## config.mk

```make
export PLATFORM = sky130hd
export DESIGN_NAME = multicycle_control_fsm
export DESIGN_NICKNAME = d
export VERILOG_FILES = /design/src/rtl/multicycle_control_fsm.sv
export SDC_FILE = /design/constraint.sdc
export NUM_CORES = 1
export LEC_CHECK = 0
export ABC_AREA = 1
export CORE_UTILIZATION = 33
export DETAILED_ROUTE_END_ITERATION = 16
export HOLD_SLACK_MARGIN = 0.08
export PLACE_DENSITY_LB_ADDON = 0.1
export SLEW_MARGIN = 5
export SYNTH_ARGS = -nofsm -noshare
export SYNTH_HDL_FRONTEND = slang
export SYNTH_SLANG_ARGS = --single-unit
```

## constraint.sdc

```tcl
create_clock -name clk -period 1.8 [get_ports clk]
set_input_delay 0.18 -clock clk [delete_from_list [all_inputs] [get_ports clk]]
set_output_delay 0.18 -clock clk [all_outputs]
set_load 0.03 [all_outputs]
```

## src/rtl/multicycle_control_fsm.sv

```systemverilog
// Sequencing controller for a multicycle MIPS datapath (FETCH/DECODE/EXEC/MEM/WB).
// One instruction is in flight at a time. A shared ALU and a single unified memory port are used.
// Memory states wait for mem_ready. A wait that runs past WAIT_LIMIT cycles raises bus_error and
// abandons the instruction. Retired instructions are counted in instr_count.
//
// Ports:
//   clk, reset          rising-edge clock, asynchronous active-high reset
//   opcode              IR[31:26], stable from DECODE until the instruction ends
//   zero                ALU zero flag; consumed by the datapath together with pc_write_cond
//   mem_ready           memory read data valid / write accepted this cycle
//   pc_write .. pc_source   datapath control (see per-state decode below)
//   state               current state code (debug)
//   illegal_op          1-cycle pulse on an unknown opcode in DECODE
//   bus_error           1-cycle pulse when a memory wait times out
//   instr_done          1-cycle pulse when an instruction retires
//   instr_count         retired-instruction count, wraps modulo 2^CNT_W
//
// Control outputs are decoded combinationally from the state register. They cannot be
// registered because ir_write/pc_write/instr_done/bus_error depend on mem_ready in the same cycle.
module multicycle_control_fsm #(
    parameter int unsigned WAIT_LIMIT = 255,
    parameter int unsigned CNT_W      = 32
) (
    input  logic             clk,
    input  logic             reset,
    input  logic [5:0]       opcode,
    input  logic             zero,
    input  logic             mem_ready,
    output logic             pc_write,
    output logic             pc_write_cond,
    output logic             i_or_d,
    output logic             mem_read,
    output logic             mem_write,
    output logic             ir_write,
    output logic             mem_to_reg,
    output logic             reg_dst,
    output logic             reg_write,
    output logic             alu_src_a,
    output logic [1:0]       alu_src_b,
    output logic [2:0]       alu_op,
    output logic [1:0]       pc_source,
    output logic [3:0]       state,
    output logic             illegal_op,
    output logic             bus_error,
    output logic             instr_done,
    output logic [CNT_W-1:0] instr_count
);

    localparam logic [5:0] OP_R    = 6'h00;
    localparam logic [5:0] OP_J    = 6'h02;
    localparam logic [5:0] OP_BEQ  = 6'h04;
    localparam logic [5:0] OP_ADDI = 6'h08;
    localparam logic [5:0] OP_ANDI = 6'h0C;
    localparam logic [5:0] OP_ORI  = 6'h0D;
    localparam logic [5:0] OP_XORI = 6'h0E;
    localparam logic [5:0] OP_LW   = 6'h23;
    localparam logic [5:0] OP_SW   = 6'h2B;

    typedef enum logic [3:0] {
        StFetch   = 4'd0,
        StDecode  = 4'd1,
        StMemAddr = 4'd2,
        StMemRd   = 4'd3,
        StMemWb   = 4'd4,
        StMemWr   = 4'd5,
        StRExec   = 4'd6,
        StRWb     = 4'd7,
        StBranch  = 4'd8,
        StJump    = 4'd9,
        StIExec   = 4'd10,
        StIWb     = 4'd11
    } state_e;

    state_e     state_q, state_d;
    logic [7:0] wait_cnt_q;
    logic       timeout;
    logic       mem_state;

    // The branch decision (pc_write_cond & zero) is taken in the datapath.
    logic unused_zero;
    assign unused_zero = zero;

    assign state     = state_q;
    assign mem_state = (state_q == StFetch) || (state_q == StMemRd) || (state_q == StMemWr);

    always_comb begin
        pc_write      = 1'b0;
        pc_write_cond = 1'b0;
        i_or_d        = 1'b0;
        mem_read      = 1'b0;
        mem_write     = 1'b0;
        ir_write      = 1'b0;
        mem_to_reg    = 1'b0;
        reg_dst       = 1'b0;
        reg_write     = 1'b0;
        alu_src_a     = 1'b0;
        alu_src_b     = 2'b00;
        alu_op        = 3'b000;
        pc_source     = 2'b00;
        illegal_op    = 1'b0;
        bus_error     = 1'b0;
        instr_done    = 1'b0;
        state_d       = StFetch;
        // Ready in the limit cycle wins: timeout only fires with mem_ready low.
        timeout       = (wait_cnt_q == 8'(WAIT_LIMIT)) && !mem_ready;

        // All outputs are held at 0 while reset is asserted.
        if (!reset) begin
            case (state_q)
                StFetch: begin
                    mem_read  = 1'b1;
                    alu_src_b = 2'b01;
                    if (mem_ready) begin
                        ir_write = 1'b1;
                        pc_write = 1'b1;
                        state_d  = StDecode;
                    end else if (timeout) begin
                        bus_error = 1'b1;
                    end else begin
                        state_d = StFetch;
                    end
                end
                StDecode: begin
                    alu_src_b = 2'b11;
                    case (opcode)
                        OP_LW, OP_SW:                      state_d = StMemAddr;
                        OP_R:                              state_d = StRExec;
                        OP_BEQ:                            state_d = StBranch;
                        OP_J:                              state_d = StJump;
                        OP_ADDI, OP_ANDI, OP_ORI, OP_XORI: state_d = StIExec;
                        default: begin
                            illegal_op = 1'b1;
                            state_d    = StFetch;
                        end
                    endcase
                end
                StMemAddr: begin
                    alu_src_a = 1'b1;
                    alu_src_b = 2'b10;
                    if (opcode == OP_LW) begin
                        state_d = StMemRd;
                    end else if (opcode == OP_SW) begin
                        state_d = StMemWr;
                    end
                end
                StMemRd: begin
                    mem_read = 1'b1;
                    i_or_d   = 1'b1;
                    if (mem_ready) begin
                        state_d = StMemWb;
                    end else if (timeout) begin
                        bus_error = 1'b1;
                    end else begin
                        state_d = StMemRd;
                    end
                end
                StMemWb: begin
                    reg_write  = 1'b1;
                    mem_to_reg = 1'b1;
                    instr_done = 1'b1;
                end
                StMemWr: begin
                    mem_write = 1'b1;
                    i_or_d    = 1'b1;
                    if (mem_ready) begin
                        instr_done = 1'b1;
                    end else if (timeout) begin
                        bus_error = 1'b1;
                    end else begin
                        state_d = StMemWr;
                    end
                end
                StRExec: begin
                    alu_src_a = 1'b1;
                    alu_op    = 3'b010;
                    state_d   = StRWb;
                end
                StRWb: begin
                    reg_write  = 1'b1;
                    reg_dst    = 1'b1;
                    instr_done = 1'b1;
                end
                StBranch: begin
                    alu_src_a     = 1'b1;
                    alu_op        = 3'b001;
                    pc_write_cond = 1'b1;
                    pc_source     = 2'b01;
                    instr_done    = 1'b1;
                end
                StJump: begin
                    pc_write   = 1'b1;
                    pc_source  = 2'b10;
                    instr_done = 1'b1;
                end
                StIExec: begin
                    alu_src_a = 1'b1;
                    alu_src_b = 2'b10;
                    case (opcode)
                        OP_ANDI: alu_op = 3'b011;
                        OP_ORI:  alu_op = 3'b100;
                        OP_XORI: alu_op = 3'b101;
                        default: alu_op = 3'b000;
                    endcase
                    state_d = StIWb;
                end
                StIWb: begin
                    reg_write  = 1'b1;
                    instr_done = 1'b1;
                end
                default: state_d = StFetch;
            endcase
        end
    end

    always_ff @(posedge clk or posedge reset) begin
        if (reset) begin
            state_q     <= StFetch;
            wait_cnt_q  <= 8'd0;
            instr_count <= '0;
        end else begin
            state_q <= state_d;
            // Not ready and not timed out means the FSM stays put and keeps counting.
            // Every other case (ready, timeout, non-memory state) clears the counter,
            // so each entry into a memory state starts from zero.
            if (mem_state && !mem_ready && !bus_error) begin
                wait_cnt_q <= wait_cnt_q + 8'd1;
            end else begin
                wait_cnt_q <= 8'd0;
            end
            if (instr_done) begin
                instr_count <= instr_count + CNT_W'(1);
            end
        end
    end

endmodule

```

== Word level (Yosys, flattened, before mapping) ==
Cells that the tools add are included.

* Add/sub/neg operators: 2
* Eq/ne operators: 20
* Mux-type cells: 48
* Reductions and logical operators: 19

{| class="wikitable"
|+ Operators by type and width
! operator !! number
|-
| 32-bit by 1-bit adder with 32-bit output, second input constant || 1
|-
| 1-bit 2-to-1 mux || 29
|-
| 4-bit one-hot mux with 7 select lines || 1
|-
| 6-bit by 4-bit == test with 1-bit output, second input constant || 4
|-
| 4-bit one-hot mux with 5 select lines || 1
|-
| 3-bit 2-to-1 mux || 6
|-
| 3-bit one-hot mux with 3 select lines || 2
|-
| 4-bit by 3-bit == test with 1-bit output, second input constant || 4
|-
| 4-bit == test, second input constant || 4
|-
| 6-bit == test, second input constant || 2
|-
| 9-bit OR reduction || 1
|-
| 8-bit by 1-bit adder with 8-bit output, second input constant || 1
|-
| 4-bit by 2-bit == test with 1-bit output, second input constant || 2
|-
| 8-bit == test, second input constant || 1
|-
| 8-bit 2-to-1 mux || 1
|-
| 2-bit OR reduction || 4
|-
| 4-bit OR reduction || 2
|-
| 6-bit by 2-bit == test with 1-bit output, second input constant || 1
|-
| 6-bit by 3-bit == test with 1-bit output, second input constant || 1
|-
| 6-bit logical NOT || 1
|-
| 2-bit 2-to-1 mux || 3
|-
| 2-bit one-hot mux with 3 select lines || 1
|-
| 3-bit OR reduction || 2
|-
| 5-bit OR reduction || 1
|-
| other kinds (8) || 13
|}

* Flip-flop bits (word level): 44
* Input port bits: 10
* Output and inout bits: 56

== Depth between registers and ports, before layout ==
* Depth in word-level cells: 9
* Gate-level depth with buffers: 10
* Mapped depth without buffers: 10

== Worst setup path after synthesis ==
OpenSTA, ideal clock, no wires.

* Kind: input-to-output
* Start: input port reset
* End: output port alu_op[0]
* Arrival time: 2,127 ps
* Required time: 1,620 ps
* Slack: -507 ps
* Stages on the path: 5
* Buffers on the path: 2
* Path through: clkbuf_1 > inv_1 > buf_2 > nand2_1 > o32ai_1

* Longest elaborated chain between the ends: 1

{| class="wikitable"
|+ Ends and longest elaborated chain
! item !! RTL line !! RTL
|-
| start, declared || 25 || <nowiki>input logic reset,</nowiki>
|-
| 3-bit 2-to-1 mux || 108 || <nowiki>if (!reset) begin</nowiki>
|-
| end, declared || 40 || <nowiki>output logic [2:0] alu_op,</nowiki>
|}

Every way passes these cells.

== Final worst setup path ==
* Start: register state_q[1], in the netlist state[1]
* End: output port bus_error

* Longest elaborated chain between the ends: 4
* Elaborated cells on any way between the ends: 6
* Classes of those cells: eq/ne: 2; mux: 2; reduce/logical: 2

{| class="wikitable"
|+ Ends and longest elaborated chain
! item !! RTL line !! RTL
|-
| start, declared || 74 || <nowiki>state_e state_q, state_d;</nowiki>
|-
| start signal, assigned || 217 || <nowiki>state_q <= StFetch;</nowiki>
|-
| start signal, assigned || 221 || <nowiki>state_q <= state_d;</nowiki>
|-
| 4-bit by 2-bit == test with 1-bit output, or another cell as far along || 109 || <nowiki>case (state_q)</nowiki>
|-
| 3-bit OR reduction (no source line) * || n/a ||
|-
| 1-bit 2-to-1 mux * || n/a ||
|-
| 1-bit 2-to-1 mux * || 108 ||
|-
| end, declared || 44 || <nowiki>output logic bus_error,</nowiki>
|}

Every way passes the cells marked *; elsewhere a longest branch is shown, timed or not.

==> results.yml <==
die:
  die_area_sq_mm: 0.009779
  start_util: 0.3484
  fp.dieH_um: 98.89
  die_x_um: 98.89
  core-area_sq_mm: 0.008891
  rows: 34
  io_pins: 66
finish:
  drive_gt1_frac: 0.1763
  fillers: 939
  layout_commonest_cell: "nand2_1"
  final_area_sq_mm: 0.004174
  final_core_util: 0.4695
  final-seq-area_sq_mm: 0.001107
  num-nets-final: 584
  final_cell_mix: "nand2_1, nor2_1, clkdlybuf4s50_1"
  n_antenna_cell: 0
  area_growth_pct: 34.73
  multi_input_area_sq_mm: 0.001863
detailed_routing:
  routed_wl_um: 8748
  dr.first_iter.drc_count: 166
  drcViolationCount: 0
  wl_per_cell_um: 12.85
  detail_route.first_pass.iterations: 4
  vias_per_cell: 4.703
  via_count: 3203
  antenna_left: 0
setup_path:
  path_cells: "inv_4 > nand2_4 > nor2_4 > nor2_2 > a21oi_2 > inv_1 > nor2_2 > buf_6"
  cp.required_ns: 1.62
  slowest_stage: "dfrtp_2"
  worstSetupStartpointType: "register"
  path_buf_inv: 3
  cp_common_cell: "nor2_2"
  crit_family: "flip-flops"
  crit_arrival_ns: 1.57
  cp-end-kind: "primary output"
  critPathKind: "reg -> out"
  worstPathMaxFanout: 4
  slowest_delay_ns: 0.46
timing:
  drv_slew: 0
  finalHoldViolations: 0
  min_period_ns: 1.746
  clock.fmax_mhz: 572.8
  timing.final.crit_share: 0.9699
  setup_tns_ns: 0
  setup_violations: 0
  relSlewSlack: 0.7376
  clock_skew_ns: 0.01404
  worstMarginPinSlew_ns: 0.3936
  setup_slack_ns: 0.05411
  rsz0062_at_grt: "true"
placed_design:
  port_buffers: 64
  gp_congestion: 0.8949
  dp_hpwl_um: 6494
  detailed_place.area_sq_mm: 0.003904
  pre_cts_slack_ns: 0.09179
power:
  p_per_area_mw_per_mm2: 545.0
  p_int_mw: 1.538
  p_leak_nw: 1.928
  seq_power_share: 0.493
  clkPwrFrac: 0.269
  switchingPower_mw: 0.7370
  irDropWorstVdd_mv: 0.3012
  p_sw_frac: 0.3240
  p_comb_frac: 0.239
synth:
  ys_types: 31
  yosysSeqAreaShare: 0.3554
  ys.flop_type: "dfrtp_1"
  synth_edf_count: 0
  ys_warn_count: 0
  synthesis.nets: 496
  synth_seq_cells: 44
  synthCells: 484
  async_reset_ff_frac: 1.000
  synth_area_per_cell_sq_um: 6.401
  netlist_area_sq_mm: 0.003098
grt:
  antenna_found_initial: 0
  gr-usage-all-layers: 0.1856
  grt_pass1_wl_um: 14480
  grt_pass1_vias: 2989
  grt_start_max_net_pins: 36
  globalRouteOverflowTotal: 0
outcome:
  status: "complete, no violations"
cts:
  cts_inserted_buffers: 5
  clockBufferDepth: 2
  root_buffer: "clkbuf_8"
  ctsHtreeMaxLevel: 2
  tritoncts: "built"
  clk_latency_ns: 0.30
  cts.sinks: 44
  clk_pin_slew_worst_paths_ns: 0.08
hold_path:
  hold_class: "in -> async"
flow_run:
  drv_cap: 0
path summary, 6_finish.rpt:
check                                            from                           to  slack [ns]  cells after the start
hold reg to reg               wait_cnt_q[0]$_DFF_PP0_      wait_cnt_q[0]$_DFF_PP0_        0.46                      1
max in group asynchronous                       reset           state[3]$_DFF_PP0_        1.03                      3
hold / removal                                  reset  instr_count[20]$_DFFE_PP0P_        0.41                      3
min in group clk              wait_cnt_q[0]$_DFF_PP0_      wait_cnt_q[0]$_DFF_PP0_        0.46                      1
setup reg to reg           instr_count[1]$_DFFE_PP0P_  instr_count[16]$_DFFE_PP0P_        0.13                      8
setup / recovery                   state[1]$_DFF_PP0_                    bus_error        0.05                      8
metal layers:
| metal | routed length [um] | global-route usage |
|---|---|---|
| met1 | 4496 | 0.2833 |
| met2 | 3751 | 0.2760 |
| met3 | 433 | 0.02908 |
| met4 | 67 | 0.03444 |
| met5 | 0 | 0 |
synth_stat cells (5+ instances only):
cell type,instances,area share
nand4_1,10,0.020
nand3b_1,10,0.024
nand2_1,208,0.25
dfrtp_1,44,0.36
inv_1,37,0.045
nor2_2,5,0.010
xnor2_1,11,0.031
xor2_1,8,0.023
a21oi_1,6,0.0097
nor2_1,82,0.099
nor3_1,6,0.0097
nand3_1,21,0.034
state kept, by name, summed over array words and instances, names as in the netlist:
name and flops:
instr_count 32, wait_cnt_q 8, state 4
power by group through the flow:
| stage | combinational, mW | sequential, mW | clock, mW |
|---|---|---|---|
| after floorplan | 0.207 | 1.23 | 0 |
| after global placement | 0.526 | 1.14 | 0 |
| after detailed placement | 0.530 | 1.14 | 0 |
| after CTS | 0.535 | 1.12 | 0.637 |
| after global routing | 0.589 | 1.13 | 0.683 |
| final | 0.543 | 1.12 | 0.611 |
tightest hold or removal path, cell delays in order:
cell             delay [ns]
clkdlybuf4s50_1        0.44
inv_2                  0.17
buf_4                  0.31
final cells by class:
| type | count | share of cell area |
|---|---|---|
| timing repair buffer | 90 | 0.1951 |
| clock buffer | 7 | 0.01829 |
| multi-input combinational | 389 | 0.4463 |
| clock inverter | 1 | 0.001199 |
| tap | 108 | 0.03237 |
| inverter | 42 | 0.04137 |
| sequential | 44 | 0.2653 |
logic make-up after synthesis:
group / Yosys count / share of synthesized area
and+or+nand+nor: 351 / 0.4733
buffers and inverters: 51 / 0.07391
DFF: 44 / 0.3554
xor gates and xnor gates: 19 / 0.05372
AOI/OAI and AO/OA: 17 / 0.03554
adders and majority gates: 2 / 0.008076
per-stage QoR:
step	cells	hold slack, ns	total power, mW
final	681	0.4105	2.275
after global routing	681	0.4366	2.403
after CTS	673	0.4131	2.292
after detailed placement	661	0.4566	1.668
after global placement	661	0.4476	1.664
after floorplan	484	0.3376	1.441
what timing repair did:
action / 4_1_cts / 5_1_grt
hold buffers: 0 / 0
pin swaps: 2 / 10
endpoints found under the setup margin: 5 / 13
setup buffers: 4 / 8
resized for setup: 11 / 27
Power figures use the tool's default switching activity.
